## config.mk

```make
export PLATFORM = sky130hd
export DESIGN_NAME = ltc_frame_aligner
export DESIGN_NICKNAME = d
export VERILOG_FILES = /design/src/rtl/ltc_frame_aligner.sv
export SDC_FILE = /design/constraint.sdc
export NUM_CORES = 1
export LEC_CHECK = 0
export CAP_MARGIN = 20
export CORE_ASPECT_RATIO = 0.6
export CORE_MARGIN = 1
export CORE_UTILIZATION = 28
export CTS_CLUSTER_DIAMETER = 30
export DETAILED_ROUTE_END_ITERATION = 8
export GPL_TIMING_DRIVEN = 1
export HOLD_SLACK_MARGIN = 0.05
export PLACE_DENSITY = 0.54
export SYNTH_ARGS = -nofsm -noshare
export SYNTH_HDL_FRONTEND = slang
export SYNTH_SLANG_ARGS = --single-unit
```

## constraint.sdc

```tcl
create_clock -name i_sample_clk -period 4.3 [get_ports i_sample_clk]
set_input_delay 0.43 -clock i_sample_clk [delete_from_list [all_inputs] [get_ports i_sample_clk]]
set_output_delay 0.43 -clock i_sample_clk [all_outputs]
set_load 0.02 [all_outputs]
```

## src/rtl/ltc_frame_aligner.sv

```systemverilog
// ltc_frame_aligner
// Word-aligns the LTC2175 deserialized frame lane by issuing bitslip pulses
// until FR reads FRAME_PATTERN, then tracks loss of lock and interleaves the
// two data lanes of one channel into 16-bit samples.
// Optional build macro: LTC_TEST_PATTERN_EN adds a test-pattern error counter
// (ports i_pattern_clr / o_pattern_err and parameter TEST_PATTERN).
module ltc_frame_aligner #(
`ifdef LTC_TEST_PATTERN_EN
  parameter logic [15:0] TEST_PATTERN  = 16'h000D,
`endif
  parameter logic [7:0]  FRAME_PATTERN = 8'hF0,
  parameter int unsigned MATCH_CNT     = 4,
  parameter int unsigned SETTLE_CYCLES = 8,
  parameter int unsigned MAX_SLIPS     = 16,
  parameter int unsigned LOSS_CNT      = 3
) (
  input  logic        i_sample_clk,
  input  logic        i_sample_rst,
  input  logic        i_align_en,
  input  logic [7:0]  i_frame_data,
  input  logic [7:0]  i_lane_a,
  input  logic [7:0]  i_lane_b,
`ifdef LTC_TEST_PATTERN_EN
  input  logic        i_pattern_clr,
  output logic [15:0] o_pattern_err,
`endif
  output logic        o_bitslip,
  output logic        o_locked,
  output logic        o_fail,
  output logic [7:0]  o_slip_count,
  output logic [15:0] o_err_count,
  output logic [15:0] o_sample,
  output logic        o_sample_valid
);

  localparam logic [3:0] MATCH_LIM  = 4'(MATCH_CNT);
  localparam logic [3:0] LOSS_LIM   = 4'(LOSS_CNT);
  localparam logic [7:0] SETTLE_END = 8'(SETTLE_CYCLES - 1);
  localparam logic [7:0] SLIP_LIM   = 8'(MAX_SLIPS);

  typedef enum logic [2:0] {
    ST_IDLE   = 3'd0,
    ST_CHECK  = 3'd1,
    ST_SLIP   = 3'd2,
    ST_WAIT   = 3'd3,
    ST_LOCKED = 3'd4,
    ST_FAIL   = 3'd5
  } state_t;

  state_t      r_state;
  state_t      w_next_state;
  logic        w_frame_ok;
  logic [3:0]  r_match_cnt;
  logic [3:0]  r_loss_cnt;
  logic [7:0]  r_wait_cnt;
  logic [7:0]  r_slip_cnt;
  logic [15:0] r_err_cnt;
  logic        r_bitslip;
  logic        r_locked;
  logic        r_fail;
  logic [15:0] r_sample;
  logic        r_sample_valid;
  logic [15:0] w_sample_asm;

  assign w_frame_ok = (i_frame_data == FRAME_PATTERN);

  // State register; status outputs registered from the next state so they track it exactly
  always_ff @(posedge i_sample_clk) begin
    if (i_sample_rst) begin
      r_state   <= ST_IDLE;
      r_bitslip <= 1'b0;
      r_locked  <= 1'b0;
      r_fail    <= 1'b0;
    end else begin
      r_state   <= w_next_state;
      r_bitslip <= (w_next_state == ST_SLIP);
      r_locked  <= (w_next_state == ST_LOCKED);
      r_fail    <= (w_next_state == ST_FAIL);
    end
  end

  // Next-state logic; dropping align_en overrides every other transition
  always_comb begin
    w_next_state = r_state;
    if (!i_align_en) begin
      w_next_state = ST_IDLE;
    end else begin
      case (r_state)
        ST_IDLE: begin
          w_next_state = ST_CHECK;
        end
        ST_CHECK: begin
          if (w_frame_ok) begin
            if ((r_match_cnt + 4'd1) == MATCH_LIM) begin
              w_next_state = ST_LOCKED;
            end else begin
              w_next_state = ST_CHECK;
            end
          end else if (r_slip_cnt < SLIP_LIM) begin
            w_next_state = ST_SLIP;
          end else begin
            w_next_state = ST_FAIL;
          end
        end
        ST_SLIP: begin
          w_next_state = ST_WAIT;
        end
        ST_WAIT: begin
          if (r_wait_cnt == SETTLE_END) begin
            w_next_state = ST_CHECK;
          end else begin
            w_next_state = ST_WAIT;
          end
        end
        ST_LOCKED: begin
          if (!w_frame_ok && ((r_loss_cnt + 4'd1) == LOSS_LIM)) begin
            w_next_state = ST_CHECK;
          end else begin
            w_next_state = ST_LOCKED;
          end
        end
        ST_FAIL: begin
          w_next_state = ST_FAIL;
        end
        default: begin
          w_next_state = ST_IDLE;
        end
      endcase
    end
  end

  // Alignment counters: match run, settle wait and loss run restart whenever their state is left
  always_ff @(posedge i_sample_clk) begin
    if (i_sample_rst) begin
      r_match_cnt <= 4'd0;
      r_wait_cnt  <= 8'd0;
      r_loss_cnt  <= 4'd0;
    end else begin
      if ((r_state == ST_CHECK) && (w_next_state == ST_CHECK) && w_frame_ok) begin
        r_match_cnt <= r_match_cnt + 4'd1;
      end else begin
        r_match_cnt <= 4'd0;
      end
      if ((r_state == ST_WAIT) && (w_next_state == ST_WAIT)) begin
        r_wait_cnt <= r_wait_cnt + 8'd1;
      end else begin
        r_wait_cnt <= 8'd0;
      end
      if ((r_state == ST_LOCKED) && (w_next_state == ST_LOCKED) && !w_frame_ok) begin
        r_loss_cnt <= r_loss_cnt + 4'd1;
      end else begin
        r_loss_cnt <= 4'd0;
      end
    end
  end

  // Slip count per attempt: cleared in IDLE and on loss of lock, saturates at 255
  always_ff @(posedge i_sample_clk) begin
    if (i_sample_rst) begin
      r_slip_cnt <= 8'd0;
    end else if ((w_next_state == ST_IDLE) ||
                 ((r_state == ST_LOCKED) && (w_next_state == ST_CHECK))) begin
      r_slip_cnt <= 8'd0;
    end else if ((w_next_state == ST_SLIP) && (r_slip_cnt != 8'hFF)) begin
      r_slip_cnt <= r_slip_cnt + 8'd1;
    end else begin
      r_slip_cnt <= r_slip_cnt;
    end
  end

  // Saturating FR mismatch count while locked; only reset clears it
  always_ff @(posedge i_sample_clk) begin
    if (i_sample_rst) begin
      r_err_cnt <= 16'd0;
    end else if ((r_state == ST_LOCKED) && !w_frame_ok && (r_err_cnt != 16'hFFFF)) begin
      r_err_cnt <= r_err_cnt + 16'd1;
    end else begin
      r_err_cnt <= r_err_cnt;
    end
  end

  // Interleave lanes: lane_a supplies odd sample bits, lane_b the even ones
  always_comb begin
    w_sample_asm = 16'h0000;
    for (int k = 0; k < 8; k++) begin
      w_sample_asm[15 - 2*k] = i_lane_a[7 - k];
      w_sample_asm[14 - 2*k] = i_lane_b[7 - k];
    end
  end

  // Sample register updates every cycle; valid marks cycles captured while locked
  always_ff @(posedge i_sample_clk) begin
    if (i_sample_rst) begin
      r_sample       <= 16'h0000;
      r_sample_valid <= 1'b0;
    end else begin
      r_sample       <= w_sample_asm;
      r_sample_valid <= (r_state == ST_LOCKED);
    end
  end

`ifdef LTC_TEST_PATTERN_EN
  logic [15:0] r_pattern_err;

  // Saturating count of valid samples that differ from the test pattern; clear wins
  always_ff @(posedge i_sample_clk) begin
    if (i_sample_rst) begin
      r_pattern_err <= 16'd0;
    end else if (i_pattern_clr) begin
      r_pattern_err <= 16'd0;
    end else if (r_sample_valid && (r_sample != TEST_PATTERN) && (r_pattern_err != 16'hFFFF)) begin
      r_pattern_err <= r_pattern_err + 16'd1;
    end else begin
      r_pattern_err <= r_pattern_err;
    end
  end

  assign o_pattern_err = r_pattern_err;
`endif

  assign o_bitslip      = r_bitslip;
  assign o_locked       = r_locked;
  assign o_fail         = r_fail;
  assign o_slip_count   = r_slip_cnt;
  assign o_err_count    = r_err_cnt;
  assign o_sample       = r_sample;
  assign o_sample_valid = r_sample_valid;

endmodule
```

; Word-level counts from Yosys, hierarchy flattened
; Cells that the tools add are included.
[classes]
n_addsub = 5
order_cmp = 1
eq_ne = 16
muxes = 7
bitwise_logic = 3
reduce_logical = 18
[ops]
columns = op, n
row1 = $pmux W3 S6, 1
row2 = $add A16 B1 Y16 const B, 1
row3 = $add A8 B1 Y8 const B, 2
row4 = $ne A16 B16 Y1 const B, 1
row5 = $mux W3, 5
row6 = $eq A3 B2 Y1 const B, 4
row7 = $eq A3 B3 Y1 const B, 4
row8 = $logic_and A1 B1 Y1, 10
row9 = $add A4 B1 Y4 const B, 2
row10 = $eq A8 B3 Y1 const B, 1
row11 = $eq A8 B8 Y1 const B, 1
row12 = $lt A8 B5 Y1 const B, 1
row13 = $ne A8 B8 Y1 const B, 1
row14 = $reduce_or A2 Y1, 4
row15 = $eq A3 B1 Y1 const B, 2
row16 = $logic_not A3 Y1, 2
row17 = $eq A4 B2 Y1 const B, 1
row18 = $eq A4 B3 Y1 const B, 1
row19 = $not A1 Y1, 3
row20 = $mux W2, 1
row21 = $logic_not A1 Y1, 1
row22 = $logic_or A1 B1 Y1, 1
[word_totals]
ff_bits = 63
input_bits = 27
out_inout_bits = 44
elab_cells = 61

; Depth between registers and ports, before layout
; Gate-level depths: netlist (run 1).
[depth]
depth_word = 11
mapped_depth = 6
mapped_depth_nobuf = 6

; Worst setup path before layout (run 1)
; No wires, ideal clock.
[synth_path]
path_kind = in2reg
from = input i_frame_data[1]
to = register r_slip_cnt[0] (netlist: o_slip_count[0])
setup_time_ns = 0.072
arrival_ns = 2.053
t_required_ns = 4.228
slack_ns = 2.175
path_stages = 5
n_path_buf = 0
path_cell_list = or4_4 > or3_4 > o211a_1 > or3_1 > a21oi_1
[synth_between]
elab_chain_len = 10
elab_cells_between_ends = 14
classes_between = 3 x eq/ne / 4 x mux / 7 x reduce/logical
[synth_rtl]
columns = element, line_no
row1 = "start, declared", 20  ; input logic [7:0] i_frame_data,
row2 = $eq A8 B8 Y1 *, 65  ; assign w_frame_ok = (i_frame_data == FRAME_PATTERN);
row3 = $logic_not A1 Y1, 116  ; if (!w_frame_ok && ((r_loss_cnt + 4'd1) == LOSS_LIM)) begin
row4 = $logic_and A1 B1 Y1, 116
row5 = $mux W3, 116
row6 = $pmux W3 S6 *, 88  ; case (r_state)
row7 = $mux W3 *, 85  ; if (!i_align_en) begin
row8 = $eq A3 B1 Y1, 162  ; ((r_state == ST_LOCKED) && (w_next_state == ST_CHECK))) begin
row9 = $logic_and A1 B1 Y1, 162
row10 = $logic_or A1 B1 Y1, 161  ; end else if ((w_next_state == ST_IDLE) ||
row11 = $reduce_or A2 Y1 (no source line), --
row12 = "end signal, assigned", 165  ; r_slip_cnt <= r_slip_cnt + 8'd1;
row13 = "end signal, assigned", 167  ; r_slip_cnt <= r_slip_cnt;
row14 = "end, declared", 56  ; logic [7:0] r_slip_cnt;
; Every way passes the cells marked *; elsewhere a longest branch is shown, timed or not.
; A chain may end at the register's enable or synchronous reset.

; Worst setup path after layout (run 1)
[layout_path]
from = input i_frame_data[1]
to = register r_slip_cnt[2] (netlist: o_slip_count[2])
; Same word-level chain as after synthesis.

==> results.md, run 1 <==
- Counting flops with an async set or reset pin after synthesis yields a share of 0%.
- Averaged over all synthesized cells, the footprint is 9.57 µm².
- The CTS tree is built.
- The count of flip-flops with a built-in enable after synthesis is 0.
- Setup slack on the critical path of the routed design comes to 1.93 ns.
- Of the post-synthesis cell area, the dominant cell type holds 48.8%.
- The run finished with clean final reports.
- For the worst setup path, the data required time is roughly 4.5 ns.
- The number of global-route vias before repair is 2033.
- Detailed placement finished with a half-perimeter wire length of 4270 µm.
- The dominant cell type by area after synthesis is sky130_fd_sc_hd__dfxtp_1.
- The cell area that synthesis handed to floorplanning was 2580 µm².
- The first global-routing pass estimated between 10000 and 15000 µm of wire.
- Derived from the worst setup path, the maximum achievable clock frequency is ~0.42 GHz.
- Headroom to the max-slew limit came out at 47.0%.
- The post-synthesis instance total is 270.
- The number of different library cells used by synthesis comes to 45.
- Setup repair after global routing left no endpoint under its margin.
- In the final layout, flip-flops and latches occupy 1260 µm².
- The starting density of the core is 29.6%.
- The residual overflow from global routing is 0.
- The cell count of the worst reg-to-reg path is 5.
- At the end of routability-driven placement, the weighted congestion stood at 0.797.
- The H-tree depth is 3.
- Entering global routing, the biggest net connects 35 pins.
- From bottom edge to top edge, the die measures between 70 and 80 µm.
- The number of endpoints failing setup at the final stage is 0.
- For this run, the register share of the synthesized area comes to 48.8%.
- Once placement finished, the instance area stood at approximately 3400 µm².
- After layout, the worst path uses 55.1% of the clock period.
- The horizontal extent of the die is 126 µm.
- The net count of the finished layout is 378.
- The pre-CTS setup slack is 1.58 ns.
- Summed over all layers, the routed wires come to 6000 µm.
- The most common cell after layout, fill and taps aside is sky130_fd_sc_hd__clkdlybuf4s50_1.
- The clock root buffer is sky130_fd_sc_hd__clkbuf_16.
- STA classifies the critical path startpoint as an input port.
- The worst setup path startpoint is i_frame_data[1].
- The maximum resistive drop on vdd is 0.000203 V.
- The hold violation total from the final report is 0.
- The average via count per standard cell is 4.74.
- The power spent charging and discharging nets is 273 µW.
- Across the routed clock network, the largest skew measured is 0.00352 ns.
- The number of input and output port buffers inserted is 70.
- The final route contains 2181 vias.
- The type of the most critical hold path is reg2reg.
- The arrival time of the worst setup path is 2.58 ns.
- The number of max-slew violations in the final report was 0.
- The maximum fanout count along the critical path is 5.
- The total of cells resized after clock tree synthesis is 0.
- The count of nets left with antenna violations once routing finished came out at 0.
- The iteration-0 DRC count of the detailed router is 134.
- The register bit total from synthesis is 63.
- The count of synthesis-stage warnings from yosys is 0.
- The post-route DRC violation count is 0.
- The filler cell count is 847.
- The sequential cell fraction of total power is 45.1%.
- For this design, the sink count on the clock tree is 63.
- In the synthesized netlist the dominant register cell turns out to be sky130_fd_sc_hd__dfxtp_1.
- The post-layout minimum cycle time is 2.37 ns.
- The initial antenna violation count was 0.
- In this run the standard cell core region covers 8720 µm².
- The setup total negative slack is 0 ns.
- The ratio of total power to cell area is 361 nW/µm².
- The first-pass detailed-route iteration total is 6.
- The final antenna diode count is 0.
- Ranked by total cell area, the synthesized netlist is headed by sky130_fd_sc_hd__dfxtp_1 49%, sky130_fd_sc_hd__xor2_1 5.4%, sky130_fd_sc_hd__nor2b_1 4.8%, sky130_fd_sc_hd__nor2_1 4.4%, sky130_fd_sc_hd__ha_1 2.9%.
- The floorplan die area is 9630 µm².
- The relative area change from synthesis to final layout is 42.1%.
- In the layout the commonest cells are 70 x sky130_fd_sc_hd__clkdlybuf4s50_1, 63 x sky130_fd_sc_hd__dfxtp_1, 30 x sky130_fd_sc_hd__nor2_1.
- The terminus of the critical flop-to-flop path is o_slip_count[2]$_SDFFE_PP0P_.
- Combinational logic burns 6.0% of the power.
- The endpoint of the most critical setup path is o_slip_count[2]$_SDFFE_PP0P_.
- 71 I/O pins were placed.
- The area taken by multi-input logic gates is 1260 µm².
- The launching point of the worst reg2reg path is o_slip_count[4]$_SDFFE_PP0P_.
- The number of hold buffers added after cts is 0.
- The net count after synthesis is between 300 and 400.
- Counting along the longest clock path gives a buffer depth of 2.
- The number of standard-cell rows in the floorplan is 26.
- The pin slew with the least headroom to its limit is 0.788 ns.
- Max-cap violations in this run came to 0.
- The kind of capture point of the worst setup path is a register.
- Of the total power, the clock network draws between 40% and 50%.
- The leakage power total is ~1.3 nW.
- The source-to-sink clock delay at the later pin of the worst-skew pair is between 0.3 and 0.4 ns.
- The final non-filler cell area is roughly 3700 µm².
- The layout cell share with drive strength beyond 1 is 6.61%.
- The setup check on the worst reg-to-reg path leaves a slack of between 1.5 and 2 ns.
- Clock tree synthesis inserted a total of 9 buffers.
- Of the total power, the share spent switching nets is 20.6%.
- The final-layout worst hold slack is 0.448 ns.
- Clock-pin slew was measured on the worst setup and hold paths at 0.05 ns.
- The detailed-route wire length per cell is 13.0 µm.
- Internal power comes to 1.05 mW.
- The number of buffers inserted to repair setup after CTS is 0.
- The aggregate global-route resource usage is between 10% and 20%.
- The worst setup path category is in2reg.
- The core occupancy in the finished layout is 42.1%.
## logic make-up (layout without fill, tap and decap cells)
| logic type | count (synthesis) | after routing | share of synthesized area, % |
|---|---|---|---|
| AO/OA/AOI/OAI | 45 | 45 | 12.8 |
| AND/OR/NAND/NOR | 117 | 117 | 25.3 |
| adder cells (fa/ha/maj) | 6 | 6 | 2.90 |
| buffers and inverters | 16 | 94 | 2.32 |
| XOR/XNOR | 21 | 21 | 7.11 |
| flip-flops | 63 | 63 | 48.8 |
| multiplexers | 2 | 2 | 0.823 |
## sequential cells by signal (all words and copies together), names as in the netlist, 3 cells and up
| signal | cells |
|---|---|
| o_err_count | 16 |
| o_sample | 16 |
| o_slip_count | 8 |
| r_loss_cnt | 4 |
| r_match_cnt | 4 |
| r_state | 3 |
| r_wait_cnt | 8 |
## routing by layer
| layer | track usage [%] | up-vias | part of all wire, % |
|---|---|---|---|
| li1 | - | 1123 | - |
| met1 | 19.7 | 992 | 56 |
| met2 | 17.9 | 60 | 39 |
| met3 | 5.41 | 6 | 4.8 |
| met4 | 6.51 | 0 | 0.98 |
| met5 | 0 | - | 0 |
## through the flow
stage,power [mW],instances
2_1_floorplan,0.642,270
3_3_place_gp,0.688,446
3_5_place_dp,0.689,446
4_1_cts,1.35,460
5_1_grt,1.38,460
6_report,1.32,460
## power by group through the flow
| stage | clock network (mW) | registers, mW | logic (mW) |
|---|---|---|---|
| 2_1_floorplan | 0 | 0.619 | 0.0231 |
| 3_3_place_gp | 0 | 0.609 | 0.0791 |
| 3_5_place_dp | 0 | 0.609 | 0.0800 |
| 4_1_cts | 0.669 | 0.597 | 0.0805 |
| 5_1_grt | 0.700 | 0.597 | 0.0859 |
| 6_report | 0.647 | 0.597 | 0.0796 |
## final cells by class
type                       count  share of cell area (%)
multi-input combinational    191                    34.4
inverter                       9                   0.920
timing repair buffer          71                    19.3
sequential                    63                    34.3
clock buffer                  13                    7.09
clock inverter                 1                   0.136
tap                          112                    3.82
## how the worst min path moves through the flow
stage | start | endpoint | slack [ns] | depth (start not counted)
after floorplan | r_wait_cnt[0]$_SDFF_PP0_ | r_wait_cnt[0]$_SDFF_PP0_ | 0.41 | 1
after global placement | r_wait_cnt[0]$_SDFF_PP0_ | r_wait_cnt[0]$_SDFF_PP0_ | 0.43 | 1
after detailed placement | r_wait_cnt[0]$_SDFF_PP0_ | r_wait_cnt[0]$_SDFF_PP0_ | 0.43 | 1
after CTS | r_wait_cnt[0]$_SDFF_PP0_ | r_wait_cnt[0]$_SDFF_PP0_ | 0.44 | 1
after global routing | r_wait_cnt[0]$_SDFF_PP0_ | r_wait_cnt[0]$_SDFF_PP0_ | 0.46 | 1
final | r_wait_cnt[0]$_SDFF_PP0_ | r_wait_cnt[0]$_SDFF_PP0_ | 0.45 | 1
## critical path, cell delays in order
cell and delay, ns:
sky130_fd_sc_hd__clkdlybuf4s50_1 0.42, sky130_fd_sc_hd__or4_4 0.55, sky130_fd_sc_hd__o211ai_1 0.38, sky130_fd_sc_hd__a21boi_0 0.32, sky130_fd_sc_hd__and4_1 0.30, sky130_fd_sc_hd__o21ba_2 0.19
## synth_stat cells, types with 2 or more instances
cell and n:
sky130_fd_sc_hd__nand2b_1 2, sky130_fd_sc_hd__nand3_1 12, sky130_fd_sc_hd__and2_1 2, sky130_fd_sc_hd__nor2_1 30, sky130_fd_sc_hd__dfxtp_1 63, sky130_fd_sc_hd__ha_1 6, sky130_fd_sc_hd__a21bo_2 2, sky130_fd_sc_hd__xor2_1 16
sky130_fd_sc_hd__nor4_1 9, sky130_fd_sc_hd__nand2_1 4, sky130_fd_sc_hd__nor2b_1 20, sky130_fd_sc_hd__and3_1 10, sky130_fd_sc_hd__a31oi_1 4, sky130_fd_sc_hd__a21oi_1 7, sky130_fd_sc_hd__inv_1 9, sky130_fd_sc_hd__o21ai_0 7
sky130_fd_sc_hd__o211ai_1 7, sky130_fd_sc_hd__or3_1 3, sky130_fd_sc_hd__xnor2_1 5, sky130_fd_sc_hd__and4_1 5, sky130_fd_sc_hd__nand4_1 4, sky130_fd_sc_hd__clkbuf_1 7, sky130_fd_sc_hd__o21ai_1 2, sky130_fd_sc_hd__o2111ai_1 4
sky130_fd_sc_hd__a211oi_1 2, sky130_fd_sc_hd__nor3_1 9
(Power assumes the default switching activity.)
==> run 2, diff against run 1 <==
==> constraint.sdc (replaced) <==
create_clock -name i_sample_clk -period 2.4 [get_ports i_sample_clk]
set_input_delay 0.24 -clock i_sample_clk [delete_from_list [all_inputs] [get_ports i_sample_clk]]
set_output_delay 0.24 -clock i_sample_clk [all_outputs]
set_load 0.02 [all_outputs]
==> run 2 against run 1 <==
Compared with the run above:
- wire length up 2.7%
- via count is 1.8% higher
- die area did not move
- clock power up 95%
- global-route usage fell by 0.052 points
- first-iteration DRC count down 40%
- critical path depth did not move
- combinational power up 87%
- sequential share of layout area is 1.1 points lower
- hold slack got worse by 0.011 ns
- design area is 3.3% higher
- critical path type is now reg2reg
- critical endpoint is now r_loss_cnt[0]$_SDFF_PP0_
- highest routed layer unchanged
==> results.md, run 2 (synthesis results as in run 1) <==
- The pin slew with the least headroom to its limit was 0.598 ns (was 0.788 ns).
- The number of global-route vias before repair came to 2031 (was 2033).
- The number of input and output port buffers inserted is 70 (unchanged).
- The number of hold buffers added after cts came to 0 (unchanged).
- The reported max-cap violation count is 0 (unchanged).
- The CTS tree was built (unchanged).
- The layout cell share with drive strength beyond 1 came to 10.7% (was 6.61%).
- The first-pass detailed-route iteration total is 4 (was 6).
- The core occupancy in the finished layout is 43.5% (was 42.1%).
- The number of clock sinks came to 63 (unchanged).
- The count of vias placed by the detailed router is 2220 (was 2181).
- The worst setup path category is reg2reg (was in2reg).
- The power spent charging and discharging nets is 535 µW (was 273 µW).
- The type of the most critical hold path is reg2reg (unchanged).
- The final-layout worst hold slack is 0.437 ns (was 0.448 ns).
- The leakage power total is 1.39 nW (was 1.32 nW).
- The clock root buffer is sky130_fd_sc_hd__clkbuf_16 (unchanged).
- Result of the run: finished, final reports clean (unchanged).
- The number of endpoints failing setup at the final stage is 0 (unchanged).
- The filler cell count is 877 (was 847).
- Cells traversed along the worst timing path: ha_1 -> or3b_2 -> or3_4 -> o211ai_2 -> o21ai_1 -> nor4_1 (was clkdlybuf4s50_1 -> or4_4 -> o211ai_1 -> a21boi_0 -> and4_1 -> o21ba_2).
- The source-to-sink clock delay at the later pin of the worst-skew pair is 0.33 ns (was 0.32 ns).
- The number of max-slew violations in the final report was 0 (unchanged).
- The most common cell after layout, fill and taps aside is sky130_fd_sc_hd__clkdlybuf4s50_1 (unchanged).
- The maximum clock frequency is about 0.45 GHz.
- The average via count per standard cell is 4.67 (was 4.74).
- The horizontal extent of the die is 126 µm (unchanged).
- The final antenna diode count was 0 (unchanged).
- The worst max-slew margin expressed relative to the limit is 59.8% (was 47.0%).
- The detailed-route wire length per cell was 13.0 µm (about the same).
- The global-route wire length before repair was 10200 µm (unchanged).
- Unrepaired setup endpoints after global routing: false (unchanged).
- The H-tree depth was 3 (unchanged).
- The cell-internal power is 1.95 mW (was 1.05 mW).
- The initial antenna violation count is 0 (unchanged).
- The maximum fanout count along the critical path is 5 (unchanged).
- The floorplan die area came to 9630 µm² (unchanged).
- The sequential cell fraction of total power is 43.1% (was 45.1%).
- The critical path required time is 2.63 ns (was 4.52 ns).
- The power share of the combinational group is 6.0% (about the same).
- The final net count is 391 (was 378).
- The setup skew after layout is 0.00642 ns (was 0.00352 ns).
- The worst path in the final design needs a cycle of 2.21 ns, including I/O delays and setup.
- The largest net degree at the start of global routing is 35 (unchanged).
- Commonest cells after routing, fill and taps aside: 70 x sky130_fd_sc_hd__clkdlybuf4s50_1, 63 x sky130_fd_sc_hd__dfxtp_1, 30 x sky130_fd_sc_hd__nor2_1 (unchanged).
- The sum of routed wire length over all layers came to 6170 µm (was 6000 µm).
- The clock-pin slew reported for the worst setup and hold paths after clock tree synthesis is 0.05 ns (about the same).
- The maximum root-to-sink buffer count came to 2 (unchanged).
- The startpoint type of the worst setup path is a register (was input port).
- The maximum resistive drop on vdd is 0.000359 V (was 0.000203 V).
- The kind of capture point of the worst setup path is a register (unchanged).
- The number of buffers inserted during clock tree synthesis is 9 (unchanged).
- The family with the most delay on the worst path is simple AND/OR/NAND/NOR gates (was compound AO/OA/AOI/OAI gates).
- The floorplan die height is 76.4 µm (unchanged).
- The total placed cells including tap cells is 459 (was 446).
- The hold violation total from the final report is 0 (unchanged).
- The master of the slowest instance on the critical path was sky130_fd_sc_hd__or3b_2 (was sky130_fd_sc_hd__or4_4).
- The half-perimeter wire length of the detailed placement result is 4430 µm (was 4270 µm).
- The top-level I/O count was 71 (unchanged).
- The net switching fraction of the power is 21.6% (was 20.6%).
- The post-route non-filler standard cell count is 475 (was 460).
- The arrival time of the worst setup path is 2.44 ns (was 2.58 ns).
- The number of buffers and inverters on the critical path is 0 (was 1).
- The number of standard-cell rows in the floorplan is 26 (unchanged).
- The overall power consumption is 2.48 mW (was 1.32 mW).
- The last weighted congestion value of the routability-driven placer was 0.751 (was 0.797).
- The iteration-0 DRC count of the detailed router came to 81 (was 134).
- The starting density of the core is 29.6% (unchanged).
- The post-route DRC violation count was 0 (unchanged).
- The relative contribution of the clock network to total power came to 50.9% (was 48.9%).
- The ratio of total power to cell area is 653 nW/µm² (was 361 nW/µm²).
- The residual overflow from global routing is 0 (unchanged).
- The portion of the clock cycle consumed by the worst path in the final layout is 92.0%.
- The placeable core region came to 8720 µm² (unchanged).
- The aggregate global-route resource usage is 13.8% (was 13.9%).
- The largest stage delay on the critical path was 0.49 ns (was 0.55 ns).
- The number of routed nets with antenna violations is 0 (unchanged).
- The relative area change from synthesis to final layout is 46.8% (was 42.1%).
==> run 2: cell count changes in the layout (fill, tap and decap cells not counted), sizes merged <==
cell	change
buf	+13
bufinv	+1
clkbuf	-3
clkinv	+3
clkinvlp	+1
==> run 2: final cells by class <==
type / count / area (µm²) / share of cell area (%)
inverters: 9 / 33.8 / 0.890
multi-input cells: 191 / 1260 / 33.3
clock buffers: 10 / 229 / 6.03
well taps: 112 / 140 / 3.69
repair buffers: 84 / 806 / 21.2
clock inverters: 6 / 61.3 / 1.62
flip-flops and latches: 63 / 1260 / 33.2
==> run 2: final timing paths <==
kind / from / endpoint / slack, ns / depth (start not counted)
worst max-delay path: r_match_cnt[0]$_SDFF_PP0_ / r_loss_cnt[0]$_SDFF_PP0_ / 0.19 / 6
worst min-delay path: r_wait_cnt[0]$_SDFF_PP0_ / r_wait_cnt[0]$_SDFF_PP0_ / 0.44 / 1
worst max register to register: r_match_cnt[0]$_SDFF_PP0_ / r_loss_cnt[0]$_SDFF_PP0_ / 0.19 / 6
worst min register to register: r_wait_cnt[0]$_SDFF_PP0_ / r_wait_cnt[0]$_SDFF_PP0_ / 0.44 / 1
==> run 2: power groups by stage <==
stage | registers, mW | logic (mW) | clock network (mW)
floorplan | 1.11 | 0.0414 | 0
global placement | 1.09 | 0.148 | 0
detailed placement | 1.09 | 0.150 | 0
CTS | 1.07 | 0.151 | 1.31
global route | 1.07 | 0.161 | 1.36
finish | 1.07 | 0.149 | 1.26
==> run 2: what timing repair did <==
action / 4_1_cts / 5_1_grt
gates resized for setup: 0 / 1
setup buffers: 0 / 0
setup endpoints to repair: 0 / 2
==> run 2: per-layer routing <==
metal,wire length [µm],global-route usage (%),share of wire [%]
met1,3370,19.6,55
met2,2300,18.0,37
met3,378,5.13,6.1
met4,119,6.51,1.9
met5,0,0,0
==> run 2: metrics by stage <==
step	setup slack (ns)	instance area [µm²]	setup TNS, ns
final	0.193	3790	0
after global routing	0.0576	3790	0
after CTS	0.126	3790	0
after detailed placement	-0.103	3500	-0.308
after global placement	0.0222	3500	0
after floorplan	0.321	2580	0
==> run 2: worst register-to-register path: cells and delay by family, from the launching register on <==
family | cells | cell delay (ns)
simple gates | 3 | 1.09
compound gates | 2 | 0.49
flops | 1 | 0.35
fa+ha+maj | 1 | 0.18
==> run 3, diff against run 2 <==
--- a/config.mk
+++ b/config.mk
@@ -10,7 +10,9 @@
 export CORE_MARGIN = 1
 export CORE_UTILIZATION = 28
 export CTS_CLUSTER_DIAMETER = 30
+export CTS_CLUSTER_SIZE = 20
 export DETAILED_ROUTE_END_ITERATION = 8
+export GPL_ROUTABILITY_DRIVEN = 1
 export GPL_TIMING_DRIVEN = 1
 export HOLD_SLACK_MARGIN = 0.05
 export PLACE_DENSITY = 0.54
==> results of run 3 <==
Final layout, timing and power as in run 2 (identical DEF).
